==> src/rtl/n_bit_divider.sv <==
// Sequential restoring divider: one quotient bit per clock, trial subtraction
// done by an N_BITS+1 wide ripple adder with inverted divisor and carry-in.
module n_bit_adder #(
    parameter int N_BITS = 4
) (
    input  logic [N_BITS-1:0] i_a,
    input  logic [N_BITS-1:0] i_b,
    input  logic              i_carryin,
    output logic [N_BITS-1:0] o_sum,
    output logic              o_carryout
);
    assign {o_carryout, o_sum} = {1'b0, i_a} + {1'b0, i_b}
                               + {{N_BITS{1'b0}}, i_carryin};
endmodule

module n_bit_divider #(
    parameter int N_BITS = 4
) (
    input  logic              i_clk,
    input  logic              i_rst_n,
    input  logic              i_start,
    input  logic [N_BITS-1:0] i_dividend,
    input  logic [N_BITS-1:0] i_divisor,
    output logic [N_BITS-1:0] o_quotient,
    output logic [N_BITS-1:0] o_remainder,
    output logic              o_busy,
    output logic              o_done,
    output logic              o_div_by_zero
);
    localparam int CW = $clog2(N_BITS + 1);

    typedef enum logic {IDLE, RUN} state_t;

    state_t            state, state_nx;
    logic [N_BITS:0]   rem, rem_nx;
    logic [N_BITS-1:0] quo, quo_nx;
    logic [N_BITS-1:0] dvs, dvs_nx;
    logic [CW-1:0]     count, count_nx;
    logic [N_BITS-1:0] q_out_nx, r_out_nx;
    logic              busy_nx, done_nx, dbz_nx;

    logic [N_BITS:0]   shifted, diff;
    logic              ge;

    assign shifted = {rem[N_BITS-1:0], quo[N_BITS-1]};

    // carry out of Rs + ~D + 1 is set exactly when Rs >= D
    n_bit_adder #(.N_BITS(N_BITS + 1)) u_sub (
        .i_a       (shifted),
        .i_b       (~{1'b0, dvs}),
        .i_carryin (1'b1),
        .o_sum     (diff),
        .o_carryout(ge)
    );

    always_ff @(posedge i_clk or negedge i_rst_n) begin
        if (!i_rst_n) begin
            state         <= IDLE;
            rem           <= '0;
            quo           <= '0;
            dvs           <= '0;
            count         <= '0;
            o_quotient    <= '0;
            o_remainder   <= '0;
            o_busy        <= 1'b0;
            o_done        <= 1'b0;
            o_div_by_zero <= 1'b0;
        end else begin
            state         <= state_nx;
            rem           <= rem_nx;
            quo           <= quo_nx;
            dvs           <= dvs_nx;
            count         <= count_nx;
            o_quotient    <= q_out_nx;
            o_remainder   <= r_out_nx;
            o_busy        <= busy_nx;
            o_done        <= done_nx;
            o_div_by_zero <= dbz_nx;
        end
    end

    always_comb begin
        state_nx = state;
        rem_nx   = rem;
        quo_nx   = quo;
        dvs_nx   = dvs;
        count_nx = count;
        q_out_nx = o_quotient;
        r_out_nx = o_remainder;
        busy_nx  = o_busy;
        done_nx  = 1'b0;
        dbz_nx   = o_div_by_zero;
        unique case (state)
            IDLE: begin
                if (i_start) begin
                    if (i_divisor == '0) begin
                        q_out_nx = '1;
                        r_out_nx = i_dividend;
                        dbz_nx   = 1'b1;
                        done_nx  = 1'b1;
                    end else begin
                        dvs_nx   = i_divisor;
                        quo_nx   = i_dividend;
                        rem_nx   = '0;
                        count_nx = '0;
                        state_nx = RUN;
                        busy_nx  = 1'b1;
                        dbz_nx   = 1'b0;
                    end
                end
            end
            RUN: begin
                rem_nx   = ge ? diff : shifted;
                quo_nx   = {quo[N_BITS-2:0], ge};
                count_nx = count + CW'(1);
                if (count == CW'(N_BITS - 1)) begin
                    state_nx = IDLE;
                    busy_nx  = 1'b0;
                    done_nx  = 1'b1;
                    q_out_nx = quo_nx;
                    r_out_nx = rem_nx[N_BITS-1:0];
                end
            end
            default: state_nx = IDLE;
        endcase
    end
endmodule

==> config.mk <==
export PLATFORM = sky130hd
export DESIGN_NAME = n_bit_divider
export DESIGN_NICKNAME = d
export VERILOG_FILES = /design/src/rtl/n_bit_divider.sv
export SDC_FILE = /design/constraint.sdc
export NUM_CORES = 1
export LEC_CHECK = 0
export CAP_MARGIN = 20
export CORE_ASPECT_RATIO = 1.75
export CORE_MARGIN = 2
export CORE_UTILIZATION = 55
export CTS_BUF_LIST = sky130_fd_sc_hd__clkbuf_8 sky130_fd_sc_hd__clkbuf_16
export CTS_CLUSTER_SIZE = 14
export DETAILED_ROUTE_END_ITERATION = 12
export DONT_BUFFER_PORTS = 1
export GPL_ROUTABILITY_DRIVEN = 0
export PLACE_DENSITY = 0.76
export SYNTH_ARGS = -nofsm -noshare
export SYNTH_HDL_FRONTEND = slang
export SYNTH_SLANG_ARGS = --single-unit
export TNS_END_PERCENT = 5
==> constraint.sdc <==
create_clock -name i_clk -period 2 [get_ports i_clk]
set_input_delay 0.4 -clock i_clk [delete_from_list [all_inputs] [get_ports i_clk]]
set_output_delay 0.4 -clock i_clk [all_outputs]
set_load 0.02 [all_outputs]
# After elaboration in Yosys (flattened, before gate mapping)
# Cells that the tools add are included.
# totals
register_bits	27
out_inout_bits	11
word_cells	57
# op_classes
add_sub_neg	3
n_eq_ne	5
n_mux	30
bitwise_logic	3
n_reduce_logical	6
# ops
op	count
two-way mux 4 bit	11
case mux 4 bit (2 select lines)	4
two-way mux 1 bit	9
AND reduction 3 bit	3
adder 5 x 5 -> 6 bit	1
adder 6 x 1 -> 6 bit, second input constant	1
two-way mux 3 bit	2
!= test 2 bit, second input constant	3
case mux 1 bit (2 select lines)	3
case mux 3 bit (2 select lines)	1
NOT 4 -> 5 bit	1
logical NOT 4 bit	1
AND reduction 2 bit	2
adder 3 x 1 -> 3 bit, second input constant	1
== test 3 x 2 -> 1 bit, second input constant	1
!= test 2 x 1 -> 1 bit, second input constant	1
NOT 1 bit	2

# Longest topological paths before layout
# Gate-level depths: netlist (run 1).
# logic_depth
ltp_word	6
depth_mapped	8
mapped_depth_nobuf	8

# Hierarchy
# A second synthesis (run 1) with hierarchy kept.
# unflattened
cells_unflattened	135
area_unflattened_um2	1468.9
# modules_own_cells
module	instances	cells_per_inst	area_each_um2	seq_area_each_um2
n_bit_divider	1	111	1273.7	675.6
n_bit_adder	1	24	195.2	0.0

# Least setup slack after synthesis (run 1)
# Ideal clock, no wire load.
# synth_timing
path_type	register to register
from	reg rem[1]
to	reg o_remainder[2]
setup_time_ps	82
arrival_ps	1589
required_time_ps	1918
path_slack_ps	329
stages_incl_launch_ff	7
n_path_buf	0
cell_sequence	dfrtp_1 ha_1 o21ai_1 a21oi_2 nor3_4 mux2_4 a31oi_1
# synth_via
elab_chain_cells	5
# synth_rtl
item	line	rtl
from (decl)	35	logic [N_BITS:0] rem, rem_nx;
from (signal assigned)	70	rem <= rem_nx;
adder 5 x 5 -> 6 bit	12	assign {o_carryout, o_sum} = {1'b0, i_a} + {1'b0, i_b}
adder 6 x 1 -> 6 bit	13	+ {{N_BITS{1'b0}}, i_carryin};
two-way mux 4 bit (*)	113	rem_nx = ge ? diff : shifted;
two-way mux 4 bit (*)	116	if (count == CW'(N_BITS - 1)) begin
case mux 4 bit (2 select lines) (*)	93	unique case (state)
to (signal assigned)	75	o_remainder <= r_out_nx;
to (decl)	25	output logic [N_BITS-1:0] o_remainder,
# Mark *: on every way between the ends. The rest lies on a longest branch, timed or not. The select of a mux whose other input is x is not followed.
# A chain may end at the register's enable or synchronous reset.

# Final worst setup path (run 1)
# layout_timing
from	reg quo[3]
to	reg o_remainder[2]
# layout_via
elab_chain_cells	5
# layout_rtl
item	line	rtl
from (decl)	36	logic [N_BITS-1:0] quo, quo_nx;
from (signal assigned)	71	quo <= quo_nx;
adder 5 x 5 -> 6 bit	12	
adder 6 x 1 -> 6 bit	13	
two-way mux 4 bit	113	
two-way mux 4 bit	116	
case mux 4 bit (2 select lines)	93	
# No other way between the ends. The select of a mux whose other input is x is not followed.

==> results.txt, run 1 <==
Status = finished clean
Worst IR Drop VDD = 0.00100 V
Avg Vias per Cell = 5.77
Setup Fix Bufs, Post-CTS = 0
Skew-Pair Late Insertion Delay = 280 ps
Initial core utilization = 56.4%
CP startpoint kind = flip-flop
Switching part of the total power = 43.4%
Port Buffers = 0
RSZ-0062 raised after global routing = false
Seq cells post-synth = 27
Worst relative slew slack = 75.3%
Worst hold path type = in2reg
Number of synthesized flops with an enable pin = 0
Final TNS setup = 0 ps
Detailed Route Iter0 Violations = 15
Gate Count Post-Synth = 132
Proportion of layout cells with a drive suffix above 1 = 14.0%
Hpwl dp = 1.99 mm
Worst Tran Pin Value = 361 ps
Row Count = 24
Met2 global-route usage = 35.4%
Number of global-route vias before repair = 1014
M1 GR Usage = 25.0%
Hold Crit Depth = 2
Sequential cell area fraction in the yosys report = 49.2%
Crit path DAT = 2050 ps
Mux cell area share after synthesis = 7.11%
Die area = 2930 µm²
First-pass GRT wire length = 4.64 mm
Cell Int Power = 1.54 mW
Largest family of logic cells by synthesized area = simple AND/OR/NAND/NOR gates
Final worst path period need = 1840 ps
Worst R2R Path Depth = 8
Final Non-Filler Cells = 162
Clock sink total = 27
Mean Syn Cell Area = 10.4 µm²
Post-cts sizing count = 0
Ranking of synthesized cells by area = dfrtp_1 49%, ha_1 5.5%, nand2_1 5.2%, mux2i_1 4.4%, inv_1 3.3%
Gate power share = 46.6%
Post-synthesis compound-gate area fraction = 14.2%
ANT nets after route = 0
Final nets = 155
Final Hold Fails = 0
Clk pwr share = 11.6%
Initial DRT Pass Iterations = 4
Worst-path fanout max = 3
Post-Syn Nets = 150
CP Capture Type = flip-flop
Drt drc = 0
Final Instance Area = 1470 µm²
Die Ht = 70.1 µm
Core Footprint = 2430 µm²
Most frequent cells after synthesis = 27 x dfrtp_1, 19 x nand2_1, 12 x inv_1
Synth Cell Area = 1370 µm²
Worst Path Required = 2210 ps
GRT Residual Overflow = 0
Drt total wl = 2.58 mm
Synth unique cells = 33
Placement Cell Area = 1390 µm²
CTS buffer count = 3
Post-synth top area share = 49.2%
Initial antenna violation count = 0
CTS tree = yes
Fillers = 191
Area grow syn2layout = 6.93%
CTS H-tree depth = 1
LEAKAGE = 0.698 nW
Max Cap Viol = 0
Ys flop type = dfrtp_1
Max clock buf depth = 2
Met3 Use GR = 2.33%
Net switching power = 1.18 mW
Slew Limit Fails = 0
Dpl cells = 156
Total number of vias = 935
WHS = 241 ps
WL per Instance = 15.9 µm
Leading area contributor after synthesis = dfrtp_1
Ys async rst share = 100%
Root Driver = clkbuf_8
Count leader, synth = dfrtp_1
Die Wd = 41.8 µm
Adder-cell area share of the yosys netlist = 6.93%
Worst setup path class = reg2reg
Tcrit/Tclk final = 92.1%
Max Clk Rate = 0.543 GHz
Pwr/cell area = 1860 nW/µm²
Most Used Layer, Global Route = met2
Clock skew = 4.61 ps
Pin count of the biggest net entering global routing = 28
Post-synthesis simple-gate area fraction = 16.0%
Setup violators final = 0
Sequential share of power = 41.8%
Antenna cells = 0
All-layer global routing usage = 20.5%
Io pins = 22
Synth warn = 0
XOR/XNOR Fraction of Synth Area = 0.638%
Clock slew at reported path FFs = 90 ps
-- power by group through the flow --
stage	combinational (mW)	clock [mW]	sequential, mW
2_1_floorplan	1.04	0	1.08
3_3_place_gp	1.19	0	1.14
3_5_place_dp	1.25	0	1.16
4_1_cts	1.28	0.321	1.14
5_1_grt	1.46	0.343	1.17
6_report	1.27	0.316	1.14
-- placed cells by master, fill, tap and decap left out, types with 2 or more instances in the layout --
cell	synthesis	routed
clkbuf_8	0	3
dfrtp_1	27	27
nand2b_1	5	5
a21o_1	2	2
ha_1	6	6
o22a_1	3	3
o21ai_0	7	7
a31oi_1	5	5
mux2i_1	6	6
mux2_1	2	2
a21oi_1	3	3
buf_4	0	3
o21ai_1	3	3
nand2_1	19	19
a211oi_2	2	2
inv_1	12	12
nor2_1	8	8
nor2_2	3	3
-- per-layer routing --
layer	up-vias	routed length (µm)
li1	450	-
met1	461	1050
met2	17	1410
met3	7	53
met4	0	68
met5	-	0
-- logic make-up after synthesis --
group	Yosys count
and+or+nand+nor	42
xor gates and xnor gates	1
adders and majority gates	7
buffers and inverters	17
DFF	27
AOI/OAI and AO/OA	29
muxes	9
-- final cells by class --
type	count	area [µm²]	area share, %
sequential	27	676	46.0
clock inverter	1	5.00	0.341
tap	26	32.5	2.22
timing repair buffer	5	52.6	3.58
inverter	12	45.0	3.07
clock buffer	3	41.3	2.81
multi-input combinational	88	616	41.9
-- stage by stage --
stage                     setup slack (ps)  power [mW]  utilization (%)
after floorplan                        329        2.12                -
after global placement                 218        2.34             57.2
after detailed placement               157        2.41             57.2
after CTS                              135        2.75             60.3
after global routing                  44.6        2.98             60.3
final                                  157        2.73             60.3
-- state kept, by name (all words and copies together) (netlist names) --
name           count
dvs                4
state              1
count              3
o_quotient         4
o_div_by_zero      1
rem                4
o_done             1
o_busy             1
quo                4
o_remainder        4
-- final timing paths --
| path | to | startpoint | slack (ps) |
|---|---|---|---|
| max in group asynchronous | o_busy | i_rst_n | 1290 |
| hold / removal | dvs[3] | i_divisor[3] | 240 |
| setup / recovery | o_remainder[2] | quo[3] | 160 |
| hold reg to reg | count[0] | count[0] | 500 |
| min in group asynchronous | o_done | i_rst_n | 550 |
| setup reg to reg | o_remainder[2] | quo[3] | 160 |
-- worst max-delay path, cell delays in order (launching register included) --
cell and delay (ps):
dfrtp_1 430, inv_1 70, ha_1 150, inv_1 50, fa_1 380, xor2_1 170
nand2_1 70, mux2_4 290, a31oi_1 160
-- timing repair --
action,4_1_cts,5_1_grt
hold buffers,2,0
endpoints found under the hold margin,27,0
setup endpoints to repair,0,0
(Power assumes the default switching activity.)
==> inputs of run 2 (changes only) <==
CAP_MARGIN = 10   (was 20)
MAX_ROUTING_LAYER = met4   (was unset)
==> run 2 against run 1 <==
Via count down 1.2%. Sequential power hardly changed. Design area unchanged. Sequential share of layout area is the same. Highest routed layer unchanged. Maximum frequency fell by 0.23%. Final cell count unchanged. Clock power is essentially flat. Sequential cell count is the same. Die area unchanged. Wire length up 0.62%. First-iteration DRC count shrank 13%.
==> results.txt, run 2 (synthesis gave the netlist of run 1 again) <==
Status = finished clean
Worst-path fanout max = 3 (unchanged)
Final worst path period need = 1850 ps (+4.29 ps)
Cell Int Power = 1.54 mW (about the same)
WL met3 = 57 µm (+7.5%)
Clock sink total = 27 (unchanged)
Clk pwr share = 11.5% (about the same)
Slowest CP cell = dfrtp_1
Pin count of the biggest net entering global routing = 28 (unchanged)
Tcrit/Tclk final = 92.4% (+0.21 points)
Row Count = 24 (unchanged)
Worst R2R Setup Slack = 150 ps (about the same)
Sequential share of power = 41.9% (about the same)
Critical Path, Cell by Cell = inv_1 > ha_1 > inv_1 > fa_1 > xor2_1 > nand2_1 > mux2_4 > a31oi_1
Proportion of layout cells with a drive suffix above 1 = 14.0% (unchanged)
Final nets = 155 (unchanged)
DR top layer = met4
Number of global-route vias before repair = 1012 (-0.20%)
First-pass GRT wire length = 4.65 mm (+0.30%)
Dpl cells = 156 (unchanged)
Worst IR Drop VDD = 0.00101 V (+0.65%)
Worst Path Required = 2210 ps (about the same)
All-layer global routing usage = 21.1% (+0.56 points)
CP peak stage delay = 430 ps (about the same)
Drt total wl = 2.60 mm (+0.62%)
Initial antenna violation count = 0 (unchanged)
CTS H-tree depth = 1 (unchanged)
Initial DRT Pass Iterations = 4 (unchanged)
Skew-Pair Late Insertion Delay = 280 ps (about the same)
RSZ-0062 raised after global routing = false
Crit path DAT = 2050 ps (about the same)
CTS buffer count = 3 (unchanged)
Gate power share = 46.6% (about the same)
Die Wd = 41.8 µm (unchanged)
Worst hold path type = in2reg
Switching part of the total power = 43.3% (-0.071 points)
ANT nets after route = 0 (unchanged)
Clock skew = 3.71 ps (-0.904 ps)
M1 wire length = 1.04 mm (-1.0%)
Setup violators final = 0 (unchanged)
Detailed Route Iter0 Violations = 13 (-2)
Post-cts sizing count = 0 (unchanged)
GRT Residual Overflow = 0 (unchanged)
Antenna cells = 0 (unchanged)
Slew Limit Fails = 0 (unchanged)
Worst R2R Path Depth = 8 (unchanged)
Port Buffers = 0 (unchanged)
CP Capture Type = flip-flop
Die Ht = 70.1 µm (unchanged)
Final core utilization = 60.3% (unchanged)
Core Footprint = 2430 µm² (unchanged)
Met2 Wirelength = 1.43 mm (+1.7%)
Initial core utilization = 56.4% (unchanged)
Leading cell type in the layout, fill and taps excluded = dfrtp_1
Reg2reg start = quo[3]
Pwr/cell area = 1850 nW/µm² (-0.13%)
CP delay by family, top = adder cells
Net switching power = 1.18 mW (-0.29%)
WP buf/inv = 2 (unchanged)
Max Cap Viol = 0 (unchanged)
Final TNS setup = 0 ps (unchanged)
Hpwl dp = 1.99 mm (unchanged)
End of the worst hold path = dvs[2]
Most used cell, CP = inv_1
Total number of vias = 924 (-1.2%)
Area grow syn2layout = 6.93% (unchanged)
Root Driver = clkbuf_8
Die area = 2930 µm² (unchanged)
Avg Vias per Cell = 5.70 (-1.2%)
Final Non-Filler Cells = 162 (unchanged)
Max Clk Rate = 0.541 GHz (-0.23%)
Commonest cells after routing, fill and taps aside = 27 x dfrtp_1, 19 x nand2_1, 12 x inv_1
Drt drc = 0 (unchanged)
WL per Instance = 16.0 µm (+0.62%)
Worst relative slew slack = 76.1% (+0.76 points)
Clock slew at reported path FFs = 90 ps (about the same)
LEAKAGE = 0.698 nW (unchanged)
Worst Tran Pin Value = 350 ps (-11.1 ps)
Io pins = 22 (unchanged)
CP startpoint kind = flip-flop
RR Endpoint = o_remainder[2]
Worst setup path class = reg2reg
Max clock buf depth = 2 (unchanged)
Hold Crit Depth = 2 (unchanged)
CTS tree = yes
Final Hold Fails = 0 (unchanged)
Hold Startpoint = i_divisor[2]
## run 2: cell counts in the layout (fill, tap and decap cells not counted)
No cell type changed its count.
## run 2: worst max-delay path by stage
stage,slack [ps],start,end,depth (start not counted)
finish,150,quo[3],o_remainder[2],8
global route,40,quo[3],o_remainder[2],8
CTS,130,quo[3],o_remainder[2],8
detailed placement,160,quo[3],o_remainder[2],8
global placement,220,quo[3],o_remainder[2],8
floorplan,330,rem[1],o_remainder[2],6
## run 2: cell type report
type / count / area (µm²)
Inverter: 12 / 45.0
Sequential cell: 27 / 676
Clock buffer: 3 / 41.3
Timing Repair Buffer: 5 / 52.6
Clock inverter: 1 / 5.00
Multi-Input combinational cell: 88 / 616
Fill cell: 191 / 965
Tap cell: 26 / 32.5
## run 2: worst reg2reg max path, cell delays in order, from the launching register on
cell and delay (ps):
dfrtp_1 430, inv_1 80, ha_1 150, inv_1 50, fa_1 380, xor2_1 170
nand2_1 70, mux2_4 290, a31oi_1 160
## run 2: power by group through the flow
stage	logic, mW	registers, mW	clock network, mW
after global placement	1.19	1.14	0
after global routing	1.46	1.17	0.345
after detailed placement	1.25	1.16	0
after floorplan	1.04	1.08	0
final	1.27	1.14	0.314
after CTS	1.28	1.14	0.321
## run 2: metrics by stage
stage               total power, mW  hold slack [ps]  worst slack (ps)  instance area [µm²]
CTS                            2.75              241               135                 1470
global route                   2.98              238              44.6                 1470
detailed placement             2.41              105               157                 1390
global placement               2.34              105               218                 1390
floorplan                      2.12              104               329                 1370
finish                         2.72              242               153                 1470
## run 2: timing repair
| item | 4_1_cts | 5_1_grt |
|---|---|---|
| hold buffers | 2 | 0 |
| buffers inserted | 0 | 0 |
| hold endpoints to repair | 27 | 0 |
## run 2: routing by layer
metal  GRT usage [%]  up-vias
met1            24.8      450
met5               -        -
met3            2.33        7
li1                -      451
met2            35.6       16
met4            9.68        0
==> inputs of run 3 (changes only) <==
CORE_UTILIZATION = 40   (was 55)
PLACE_DENSITY = 0.6   (was 0.76)
==> run 3 against run 2 <==
Wire length up 4.9%. Final cell count increased by 11%. Sequential share of layout area fell by 0.50 points. Combinational power hardly changed. Via count decreased by 0.22%. Clock power is 2% higher. Core utilization fell by 16 points. Non-clock buffer count fell by 1. Worst hold slack got worse by 5.1 ps. Die area up 34%. Critical path depth did not move. Total power decreased by 0.23%. Critical endpoint unchanged. Largest cell class unchanged.
==> results.txt, run 3 (synthesis gave the netlist of run 1 again) <==
Status = finished clean
Worst relative slew slack = 72.7% (-3.3 points)
Avg Vias per Cell = 5.12 (-10%)
Final Hold Fails = 0 (unchanged)
Fillers = 323 (+69%)
Area grow syn2layout = 8.11%
Tcrit/Tclk final = 92.1% (-0.29 points)
WL per Instance = 15.1 µm (-5.6%)
LEAKAGE = 0.693 nW (-0.76%)
Antenna cells = 0 (unchanged)
First-pass GRT wire length = 4.51 mm (-3.1%)
Drt drc = 0 (unchanged)
Worst hold path type = in2reg
Multi-input gate area = 616 µm² (unchanged)
CP startpoint kind = flip-flop
Skew-Pair Late Insertion Delay = 280 ps (about the same)
Pwr Total = 2.72 mW (-0.23%)
Final core utilization = 44.6% (-16 points)
ANT nets after route = 0 (unchanged)
Number of global-route vias before repair = 1015 (+0.30%)
Final Instance Area = 1480 µm² (+1.1%)
Slew Limit Fails = 0 (unchanged)
Setup violators final = 0 (unchanged)
Critical Path, Cell by Cell = inv_1 > ha_1 > inv_1 > fa_1 > xor2_1 > nand2_1 > mux2_4 > a31oi_1
Pwr/cell area = 1830 nW/µm² (-1.3%)
Final worst path period need = 1840 ps (-5.78 ps)
Total number of vias = 922 (-0.22%)
Most used cell, CP = inv_1
Initial DRT Pass Iterations = 4 (unchanged)
Post-cts sizing count = 0 (unchanged)
Drt total wl = 2.73 mm (+4.9%)
Clock skew = 6.51 ps (+2.80 ps)
CP peak stage delay = 420 ps (about the same)
Port Buffers = 0 (unchanged)
CTS buffer count = 3 (unchanged)
Row Count = 28 (+17%)
Core Footprint = 3330 µm² (+37%)
Reg area = 676 µm² (unchanged)
Root Driver = clkbuf_8
Die area = 3930 µm² (+34%)
Die Ht = 81.5 µm (+16%)
Proportion of layout cells with a drive suffix above 1 = 13.3% (-0.64 points)
Clock sink total = 27 (unchanged)
Pin count of the biggest net entering global routing = 28 (unchanged)
CTS H-tree depth = 1 (unchanged)
Worst IR Drop VDD = 0.000710 V (-30%)
Slowest CP cell = dfrtp_1
Commonest cells after routing, fill and taps aside = 27 x dfrtp_1, 19 x nand2_1, 12 x inv_1
Hpwl dp = 2.07 mm (+3.8%)
Die Wd = 48.3 µm (+16%)
Post-CTS Hold Buffers = 2 (unchanged)
Final TNS setup = 0 ps (unchanged)
CTS tree = yes
Clock slew at reported path FFs = 100 ps (about the same)
Dpl ws = 179 ps (+22.5 ps)
Max Clk Rate = 0.543 GHz (+0.31%)
GRT Residual Overflow = 0 (unchanged)
Final nets = 154 (-0.65%)
Worst Path Required = 2210 ps (about the same)
Crit path DAT = 2050 ps (about the same)
Setup Fix Bufs, Post-CTS = 0 (unchanged)
Placement Cell Area = 1410 µm² (+1.2%)
Worst-path fanout max = 3 (unchanged)
Initial core utilization = 41.2% (-15 points)
Worst setup path class = reg2reg
Worst Tran Pin Value = 399 ps (+49.0 ps)
All-layer global routing usage = 16.5% (-4.6 points)
CP Capture Type = flip-flop
Max clock buf depth = 2 (unchanged)
Io pins = 22 (unchanged)
RSZ-0062 raised after global routing = false
Detailed Route Iter0 Violations = 33 (+20)
Initial antenna violation count = 0 (unchanged)
PnR worst setup slack = 159 ps (+5.78 ps)
Leading cell type in the layout, fill and taps excluded = dfrtp_1
Max Cap Viol = 0 (unchanged)
-- run 3: critical path: cells and delay by family, from the launching register on --
family / cells / cell delay, ps
AO/OA/AOI/OAI: 1 / 160
XOR/XNOR: 1 / 170
adder cells (fa/ha/maj): 2 / 540
buffers and inverters: 2 / 120
flip-flops: 1 / 420
multiplexers: 1 / 290
AND/OR/NAND/NOR: 1 / 70
-- run 3: layout make-up --
class	count	area share (%)
clock inverter	1	0.337
clock buffer	3	2.78
inverter	12	3.04
multi-input combinational	88	41.5
sequential	27	45.5
tap	45	3.79
timing repair buffer	4	3.04
-- run 3: through the flow --
step | std cells | hold WS [ps]
floorplan | 132 | 104
global placement | 174 | 105
detailed placement | 174 | 105
CTS | 180 | 234
global route | 180 | 247
finish | 180 | 237
-- run 3: where the power goes --
part           internal, mW  total (mW)  switching [mW]
Combinational         0.587        1.26           0.671
Clock                 0.140       0.321           0.181
Sequential            0.813        1.14           0.323
-- run 3: layer usage --
metal	global-route usage (%)	wire length (µm)
met1	19.8	1060
met2	27.4	1570
met3	1.32	51
met4	6.49	49
met5	-	0
-- run 3: final timing paths --
path	slack [ps]	endpoint	cells after the start	start
max	160	o_remainder[2]	8	quo[3]
min	240	dvs[3]	2	i_divisor[3]
max reg2reg	160	o_remainder[2]	8	quo[3]
min reg2reg	510	count[0]	1	count[0]
max in group asynchronous	1290	quo[0]	2	i_rst_n
min in group asynchronous	550	rem[3]	2	i_rst_n
==> patch (settings of run 1) <==
Add an input register stage for `i_start`, `i_dividend` and `i_divisor`, without a reset; this delays them by one clock.
--- a/src/rtl/n_bit_divider.sv
+++ b/src/rtl/n_bit_divider.sv
@@ -32,2 +32,12 @@
     typedef enum logic {IDLE, RUN} state_t;
+
+    logic i_start_q;
+    logic [N_BITS-1:0] i_dividend_q;
+    logic [N_BITS-1:0] i_divisor_q;
+
+    always_ff @(posedge i_clk) begin
+        i_start_q    <= i_start;
+        i_dividend_q <= i_dividend;
+        i_divisor_q  <= i_divisor;
+    end
 
@@ -94,6 +104,6 @@
             IDLE: begin
-                if (i_start) begin
-                    if (i_divisor == '0) begin
+                if (i_start_q) begin
+                    if (i_divisor_q == '0) begin
                         q_out_nx = '1;
-                        r_out_nx = i_dividend;
+                        r_out_nx = i_dividend_q;
                         dbz_nx   = 1'b1;
@@ -101,4 +111,4 @@
                     end else begin
-                        dvs_nx   = i_divisor;
-                        quo_nx   = i_dividend;
+                        dvs_nx   = i_divisor_q;
+                        quo_nx   = i_dividend_q;
                         rem_nx   = '0;
Behaviour: not the same (Yosys sat finds a counterexample within 4 cycles, from zero or initial values and one cycle with i_rst_n low).
==> patch against run 1 <==
Global-route usage increased by 0.11 points. Critical path depth is 1 lower. Power grew 8.8%. Synthesized cell count grew 9.8%. Synthesized area increased by 10%. Final cell count increased by 12%. First-iteration DRC count is 13% higher. Wire length grew 8.2%. Clock skew is 0.0011 ns higher. Non-clock buffer count is 2 higher. Setup slack is essentially flat. Final area up 14%. Sequential cell count is 9 higher. Critical path type unchanged. Critical endpoint is now o_remainder[1]$_DFFE_PN0P_. Highest routed layer unchanged.
==> patch: results (changes against run 1) <==
| Metric | Value |
|---|---|
| Status | `completed (unchanged)` |
| Top FF cell, synth | `dfrtp_1 (unchanged)` |
| Worst vdd ir | `1.15 mV (was 1.00 mV)` |
| Global-route wire length before repair | `4.70 mm (was 4.64 mm)` |
| I/O Buffers | `0 (unchanged)` |
| Initial DRC count | `17 (was 15)` |
| Synth area leaders | `dfrtp_1 (45%), dfxtp_1 (12%), ha_1 (5.0%) (was dfrtp_1 (49%), ha_1 (5.5%), nand2_1 (5.2%))` |
| Setup Fix Bufs, Post-CTS | `0 (unchanged)` |
| DR pass1 iterations | `4 (unchanged)` |
| Largest net degree at the start of global routing | `28 (unchanged)` |
| Crit path max fanout | `4 (was 3)` |
| Setup TNS | `0 ns (unchanged)` |
| Crit path to | `o_remainder[1]$_DFFE_PN0P_ (was o_remainder[2]$_DFFE_PN0P_)` |
| WL final | `2.79 mm (was 2.58 mm)` |
| Reg2Reg Setup Slack | `0.16 ns (about the same)` |
| Synth unique cells | `31 (was 33)` |
| Tightest Hold Check Type | `in -> reg (unchanged)` |
| Share of cells above drive strength 1 | `12.9% (was 14.0%)` |
| FF-to-FF Start | `rem[1]$_DFFE_PN0P_ (was quo[3]$_DFFE_PN0P_)` |
| Slowest CP cell | `dfrtp_1 (unchanged)` |
| Vias/cell | `5.69 (was 5.77)` |
| Synth cell count leaders | `dfrtp_1 (27), nand2_1 (18), nor2_1 (14), inv_1 (13), o21ai_0 (12) (was dfrtp_1 (27), nand2_1 (19), inv_1 (12), nor2_1 (8), o21ai_0 (7))` |
| Reg clk slew, reported paths | `0.07 ns (was 0.09 ns)` |
| GRT Total Usage | `20.7% (was 20.5%)` |
| CP Capture Type | `register (unchanged)` |
| P_int | `1.79 mW (was 1.54 mW)` |
| Post-detail-place hpwl | `2.07 mm (was 1.99 mm)` |
| # H-tree levels | `2 (was 1)` |
| Worst EP arrival | `2.07 ns (was 2.05 ns)` |
| Sequential area share after synthesis | `56.7% (was 49.2%)` |
| Initial antenna violation count | `0 (unchanged)` |
| Setup Skew | `0.00571 ns (was 0.00461 ns)` |
| Final nets | `172 (was 155)` |
| CP Launch Type | `register (unchanged)` |
| Vias in the first global route | `1,029 (was 1,014)` |
| Buffer levels on the longest clock path | `2 (unchanged)` |
| CTS Root Cell | `clkbuf_8 (unchanged)` |
| Slew HR | `75.8% (was 75.3%)` |
| Synthesized Nets | `163 (was 150)` |
| FFs w/ async S/R, synth | `75.0% (was 100%)` |
| CTS buffer count | `5 (was 3)` |
| Cells on worst reg2reg path | `7 (was 8)` |
| CP top delay family | `compound AO/OA/AOI/OAI gates (was adder cells)` |
| Lkg Pwr | `0.802 nW (was 0.698 nW)` |
| Max incr delay on CP | `approximately 0.42 ns` |
patch: cell families (layout without fill, tap and decap cells):
| family | Yosys count | in the layout | synth area share [%] |
|---|---|---|---|
| AND/OR/NAND/NOR | 43 | 43 | 12.6 |
| AO/OA/AOI/OAI | 36 | 36 | 15.7 |
| flip-flops | 36 | 36 | 56.7 |
| buffers and inverters | 18 | 28 | 5.30 |
| adder cells (fa/ha/maj) | 7 | 7 | 6.30 |
| multiplexers | 4 | 4 | 2.82 |
| XOR/XNOR | 1 | 1 | 0.580 |
patch: metal layers:
layer  wire length [um]  global-route usage (%)  vias up
li1                   -                       -      506
met4                 77                    11.4        0
met1               1150                    25.5      503
met3                106                    5.90        7
met2               1460                    32.0       19
met5                  0                       0        -
patch: worst min-delay path by stage:
stage	cells past startpoint	start	end	slack (ns)
2_1_floorplan	0	i_rst_n	count[0]$_DFFE_PN0P_	0.10
3_3_place_gp	0	i_rst_n	o_div_by_zero$_DFFE_PN0P_	0.11
3_5_place_dp	0	i_rst_n	dvs[1]$_DFFE_PN0P_	0.11
4_1_cts	0	i_divisor[2]	i_divisor_q[2]$_DFF_P_	0.13
5_1_grt	0	i_divisor[3]	i_divisor_q[3]$_DFF_P_	0.12
6_report	0	i_divisor[3]	i_divisor_q[3]$_DFF_P_	0.14
patch: area by class of cell:
cell class,instances,area (um^2)
Fill cell,205,982
Sequential cell,36,856
Multi-Input combinational cell,91,578
Clock buffer,6,82.6
Timing Repair Buffer,7,67.6
Inverter,13,48.8
Tap cell,27,33.8
Clock inverter,2,10.0
patch: power groups by stage:
stage	Clock, mW	Sequential (mW)	Combinational [mW]
6_report	0.513	1.29	1.17
5_1_grt	0.551	1.31	1.35
4_1_cts	0.526	1.29	1.16
3_5_place_dp	0	1.30	1.13
3_3_place_gp	0	1.29	1.06
2_1_floorplan	0	1.25	0.859
patch: through the flow:
step	cells	total power, mW	setup WS, ns	utilization, %	area, um^2
after global routing	182	3.22	0.0148	63.1	1680
final	182	2.97	0.157	63.1	1680
after floorplan	145	2.11	0.259	-	1510
after global placement	172	2.35	0.186	58.3	1550
after CTS	182	2.97	0.151	62.9	1670
after detailed placement	172	2.43	0.172	58.3	1550
patch: what timing repair did:
item / 4_1_cts / 5_1_grt
hold buffers: 2 / 0
hold endpoints to repair: 27 / 0
setup endpoints to repair: 0 / 1
gates resized for setup: 0 / 1
